File: config.mk
export PLATFORM = sky130hd
export DESIGN_NAME = itlb_refill_ctrl
export DESIGN_NICKNAME = d
export VERILOG_FILES = /design/src/rtl/itlb_refill_ctrl.sv
export SDC_FILE = /design/constraint.sdc
export NUM_CORES = 1
export LEC_CHECK = 0
export ABC_AREA = 0
export CAP_MARGIN = 5
export CORE_ASPECT_RATIO = 0.7
export CORE_UTILIZATION = 40
export CTS_CLUSTER_DIAMETER = 120
export DETAILED_ROUTE_END_ITERATION = 7
export PLACE_DENSITY = 0.81
export SYNTH_ARGS = -nofsm -noshare
export SYNTH_HDL_FRONTEND = slang
export SYNTH_SLANG_ARGS = --single-unit
File: constraint.sdc
create_clock -name clk_i -period 2.6 [get_ports clk_i]
set_clock_uncertainty 0.1 [all_clocks]
set_input_delay 0.39 -clock clk_i [delete_from_list [all_inputs] [get_ports clk_i]]
set_output_delay 0.39 -clock clk_i [all_outputs]
set_load 0.01 [all_outputs]
File: src/rtl/itlb_refill_ctrl.sv
// ITLB refill controller: takes one fetch miss at a time, obtains a PLRU victim,
// issues a single page-table walk and writes the translation into the victim
// entry or reports an instruction page fault. An sfence flush may abort the
// refill at any point; a walk already accepted by the PTW is drained first.
module itlb_refill_ctrl #(
  parameter int ENTRIES = 32,
  parameter int VPN_W   = 27,
  parameter int PPN_W   = 44,
  parameter int PERM_W  = 8,
  parameter int CNT_W   = 16
) (
  input  logic               clk_i,
  input  logic               rst_i,
  input  logic               miss_vld_i,
  input  logic [VPN_W-1:0]   miss_vpn_i,
  output logic               miss_rdy_o,
  input  logic               flush_i,
  output logic               plru_refill_rq_o,
  input  logic [ENTRIES-1:0] plru_victim_onehot_i,
  output logic               plru_refill_vld_o,
  output logic               ptw_req_vld_o,
  input  logic               ptw_req_rdy_i,
  output logic [VPN_W-1:0]   ptw_req_vpn_o,
  input  logic               ptw_resp_vld_i,
  input  logic [PPN_W-1:0]   ptw_resp_ppn_i,
  input  logic [PERM_W-1:0]  ptw_resp_perm_i,
  input  logic               ptw_resp_fault_i,
  output logic               tlb_wr_en_o,
  output logic [ENTRIES-1:0] tlb_wr_onehot_o,
  output logic [VPN_W-1:0]   tlb_wr_vpn_o,
  output logic [PPN_W-1:0]   tlb_wr_ppn_o,
  output logic [PERM_W-1:0]  tlb_wr_perm_o,
  output logic               refill_done_o,
  output logic               refill_fault_o,
  output logic               busy_o,
  output logic [CNT_W-1:0]   miss_cnt_o
);

  typedef enum logic [2:0] {
    S_IDLE,
    S_VICTIM,
    S_PTW_REQ,
    S_PTW_WAIT,
    S_WRITE,
    S_FAULT,
    S_DRAIN
  } state_t;

  state_t              state_q;
  logic                rq_q;
  logic                req_vld_q;
  logic                wr_q;
  logic                fault_q;
  logic                first_q;
  logic [VPN_W-1:0]    vpn_q;
  logic [PPN_W-1:0]    ppn_q;
  logic [PERM_W-1:0]   perm_q;
  logic [ENTRIES-1:0]  onehot_q;
  logic [CNT_W-1:0]    cnt_q;
  logic                accept;

  // Miss counter sticks at all-ones instead of wrapping.
  function automatic logic [CNT_W-1:0] sat_inc(input logic [CNT_W-1:0] v);
    if (&v) return v;
    return v + {{(CNT_W-1){1'b0}}, 1'b1};
  endfunction

  // A miss is only taken while idle and no flush is being applied.
  assign miss_rdy_o = (state_q == S_IDLE) && !flush_i;
  assign accept     = miss_vld_i && miss_rdy_o;

  // Refill sequencer: state, registered strobes and latched miss/walk data.
  always_ff @(posedge clk_i) begin
    if (rst_i) begin
      state_q   <= S_IDLE;
      rq_q      <= 1'b0;
      req_vld_q <= 1'b0;
      wr_q      <= 1'b0;
      fault_q   <= 1'b0;
      first_q   <= 1'b0;
      vpn_q     <= '0;
      ppn_q     <= '0;
      perm_q    <= '0;
      onehot_q  <= '0;
      cnt_q     <= '0;
    end else begin
      case (state_q)
        S_IDLE: begin
          if (accept) begin
            vpn_q   <= miss_vpn_i;
            cnt_q   <= sat_inc(cnt_q);
            rq_q    <= 1'b1;
            state_q <= S_VICTIM;
          end
        end
        S_VICTIM: begin
          rq_q <= 1'b0;
          if (flush_i) begin
            state_q <= S_IDLE;
          end else begin
            req_vld_q <= 1'b1;
            first_q   <= 1'b1;
            state_q   <= S_PTW_REQ;
          end
        end
        S_PTW_REQ: begin
          // The PLRU victim is only guaranteed valid on the first request cycle.
          first_q <= 1'b0;
          if (first_q) onehot_q <= plru_victim_onehot_i;
          if (ptw_req_rdy_i) begin
            req_vld_q <= 1'b0;
            state_q   <= flush_i ? S_DRAIN : S_PTW_WAIT;
          end else if (flush_i) begin
            req_vld_q <= 1'b0;
            state_q   <= S_IDLE;
          end
        end
        S_PTW_WAIT: begin
          if (ptw_resp_vld_i) begin
            if (flush_i) begin
              state_q <= S_IDLE;
            end else begin
              ppn_q  <= ptw_resp_ppn_i;
              perm_q <= ptw_resp_perm_i;
              if (ptw_resp_fault_i) begin
                fault_q <= 1'b1;
                state_q <= S_FAULT;
              end else begin
                wr_q    <= 1'b1;
                state_q <= S_WRITE;
              end
            end
          end else if (flush_i) begin
            state_q <= S_DRAIN;
          end
        end
        S_WRITE: begin
          wr_q    <= 1'b0;
          state_q <= S_IDLE;
        end
        S_FAULT: begin
          fault_q <= 1'b0;
          state_q <= S_IDLE;
        end
        S_DRAIN: begin
          if (ptw_resp_vld_i) state_q <= S_IDLE;
        end
        default: state_q <= S_IDLE;
      endcase
    end
  end

  // A flush arriving in the write/fault cycle cancels the completion strobes.
  assign tlb_wr_en_o       = wr_q && !flush_i;
  assign plru_refill_vld_o = wr_q && !flush_i;
  assign refill_done_o     = wr_q && !flush_i;
  assign refill_fault_o    = fault_q && !flush_i;

  assign plru_refill_rq_o = rq_q;
  assign ptw_req_vld_o    = req_vld_q;
  assign ptw_req_vpn_o    = vpn_q;
  assign tlb_wr_onehot_o  = onehot_q;
  assign tlb_wr_vpn_o     = vpn_q;
  assign tlb_wr_ppn_o     = ppn_q;
  assign tlb_wr_perm_o    = perm_q;
  assign busy_o           = (state_q != S_IDLE);
  assign miss_cnt_o       = cnt_q;

endmodule

==> impl_metrics.env <==
export IMPL_outcome="finished clean"
export IMPL_route_detailed_drc=0
export IMPL_clkLatencyLatePin_ns=0.41
export IMPL_hold_viol_final=0
export IMPL_crit_family="buffers and inverters"
export IMPL_cts_num_sinks=135
export IMPL_dieArea_um2=13770
export IMPL_slew_limit_headroom=0.6238
export IMPL_n_antenna_cell=0
export IMPL_detail_route_wl_per_cell_um=15.04
export IMPL_ys_types=40
export IMPL_leakage_nw=2.998
export IMPL_viasPerCell=4.961
export IMPL_synth_ff_type="dfxtp_1"
export IMPL_final_common_cell="clkdlybuf4s50_1"
export IMPL_critPathMaxStageDelay_ns=0.65
export IMPL_vdd_drop_max_mv=0.4677
export IMPL_grt_pass1_wl_mm=25.83
export IMPL_fp_dieW_um=139.8
export IMPL_yosysWarnings=0
export IMPL_grt_pass1_vias=4995
export IMPL_cts_clk_slew_worst_paths_ns=0.05
export IMPL_path_buf_inv=2
export IMPL_cp_slowest_cell="clkdlybuf4s50_1"
export IMPL_fin_ws_ns=0.2165
export IMPL_cts_tree="yes"
export IMPL_grt_max_degree=54
export IMPL_nNetsFinal=1030
export IMPL_instances_no_fill=1085
export IMPL_path_class="primary input to output port"
export IMPL_dr_pass1_iters=4
export IMPL_portBuffers=279
export IMPL_min_period_ns=2.383
export IMPL_place_congestion=0.8553
export IMPL_postCtsSetupRepairBufs=0
export IMPL_syn_area_um2=5320
export IMPL_fmax_mhz=419.6
export IMPL_synthArstFlopShare=0
export IMPL_period_share=0.9167
export IMPL_end_kind="output port"
export IMPL_drive_gt1_frac=0.05742
export IMPL_clockRootBuffer="clkbuf_16"
export IMPL_ys_ff_latch=135
export IMPL_yosysSeqAreaShare=0.5080
export IMPL_core_area_um2=12680
export IMPL_start_util=0.4197
export IMPL_rsz0062_at_grt="false"
export IMPL_grt_util_all_layers=0.2376
export IMPL_arrival_ns=1.89
export IMPL_critPathRequiredTime_ns=2.11
export IMPL_place_inst=1054
export IMPL_holdCritPathClass="register to register"
export IMPL_drtIter0Drc=254
export IMPL_layout_common_cells="clkdlybuf4s50_1, nand2_1, dfxtp_1, a21oi_1, clkbuf_16"
export IMPL_maxCapViolCount=0
export IMPL_worst_pin_slew_ns=0.5591
export IMPL_grt_overflow=0
export IMPL_synth_edf_count=0
export IMPL_wirelength_mm=16.32
export IMPL_place_ws_ns=0.1613
export IMPL_clk_path_buf_depth=2
export IMPL_ctsResizeCount=0
export IMPL_critical_path_cell_chain="clkdlybuf4s50_1 > nor4_4 > clkdlybuf4s50_1"
export IMPL_rows=34
export IMPL_synthCells=671
export IMPL_cts_buffers=17
export IMPL_synth_nets=790
export IMPL_cts_hold_fix_buffers=0
export IMPL_cp_common_cell="clkdlybuf4s50_1"
export IMPL_tns_ns=0
export IMPL_drv_slew=0
export IMPL_rrSetupSlack_ns=0.48
export IMPL_num_vias=5383
export IMPL_ant_nets=0
export IMPL_postSynthAreaPerCell_um2=7.929
export IMPL_cp_start_kind="primary input"
export IMPL_dpl_hpwl_mm=11.59
export IMPL_power_density_nw_per_um2=605.8
export IMPL_critPathMaxFanout=7
export IMPL_num_io_pins=280
export IMPL_area_growth_synth_to_final_pct=64.49
export IMPL_dieHeight_um=98.49
export IMPL_htreeDepth=4
export IMPL_antenna_found_initial=0
export IMPL_finalSetupViolCount=0
[cell usage after synthesis, types with 3 or more instances]
| cell | number | share of area |
|---|---|---|
| nand2_1 | 229 | 0.16 |
| dfxtp_1 | 135 | 0.51 |
| a21oi_1 | 126 | 0.12 |
| clkbuf_1 | 39 | 0.028 |
| buf_4 | 29 | 0.041 |
| nor2_1 | 14 | 0.0099 |
| nor2b_1 | 8 | 0.0094 |
| or4_1 | 8 | 0.011 |
| o21ai_0 | 7 | 0.0066 |
| o31ai_1 | 7 | 0.0099 |
| buf_2 | 6 | 0.0056 |
| inv_1 | 5 | 0.0035 |
| nand3_1 | 5 | 0.0047 |
| nand4_1 | 5 | 0.0059 |
| nor4_1 | 5 | 0.0059 |
| mux2_1 | 4 | 0.0085 |
| nand2b_1 | 4 | 0.0047 |
| mux2i_1 | 3 | 0.0056 |
| or3_1 | 3 | 0.0035 |
[where the power goes]
part / switching (W) / internal [W]
combinational: 0.000226 / 0.000336
clock: 0.000886 / 0.00171
sequential: 0.0000331 / 0.00211
[logic make-up (layout without fill, tap and decap cells)]
family | count (synthesis) | in the layout | synth area share
and+or+nand+nor | 297 | 297 | 0.2444
AOI/OAI and AO/OA | 151 | 151 | 0.1519
DFF | 135 | 135 | 0.5080
buffers and inverters | 79 | 331 | 0.07761
muxes | 7 | 7 | 0.01411
adders and majority gates | 1 | 1 | 0.002351
xor gates and xnor gates | 1 | 1 | 0.001647
[state kept, by name, indices dropped and copies added, names as in the netlist]
signal,cells
tlb_wr_ppn_o,44
tlb_wr_onehot_o,32
ptw_req_vpn_o,27
miss_cnt_o,16
tlb_wr_perm_o,8
state_q,3
fault_q,1
first_q,1
plru_refill_rq_o,1
ptw_req_vld_o,1
wr_q,1
[stage by stage]
step	hold WS (ns)	area, um2	utilization	power, W
after global routing	0.3668	8751	0.6903	0.005494
after global placement	0.3413	8103	0.6392	0.002741
after CTS	0.3466	8751	0.6903	0.005351
after floorplan	0.3327	5320	-	0.002412
final	0.3510	8751	0.6903	0.005301
after detailed placement	0.3453	8103	0.6392	0.002748
[final cells by class]
type / instances / area [um2]
Clock inverter: 10 / 167.7
Sequential cell: 135 / 2703
Multi-Input combinational cell: 457 / 2206
Timing Repair Buffer: 295 / 2973
Clock buffer: 21 / 480.5
Tap cell: 162 / 202.7
Fill cell: 1056 / 3926
Inverter: 5 / 18.77
[per-layer routing]
layer,share of wire,wire (um),global-route usage,vias up
met4,0.013,211,0.08030,0
met1,0.45,7343,0.3032,2494
met5,0,0,0,-
met2,0.48,7775,0.3946,183
met3,0.060,986,0.05831,20
li1,-,-,-,2686
[final timing paths]
path	from	to	depth (start not counted)
min reg2reg	tlb_wr_onehot_o[1]	tlb_wr_onehot_o[1]	2
max	flush_i	miss_rdy_o	3
max reg2reg	state_q[2]	miss_cnt_o[14]	4
min	tlb_wr_onehot_o[1]	tlb_wr_onehot_o[1]	2
[worst register-to-register path, stage by stage (launching register included)]
cell	delay, ns
dfxtp_1	0.33
nor4_4	0.50
nand4_2	0.28
nor4_1	0.43
mux2_1	0.37
Power figures use the tool's default switching activity.
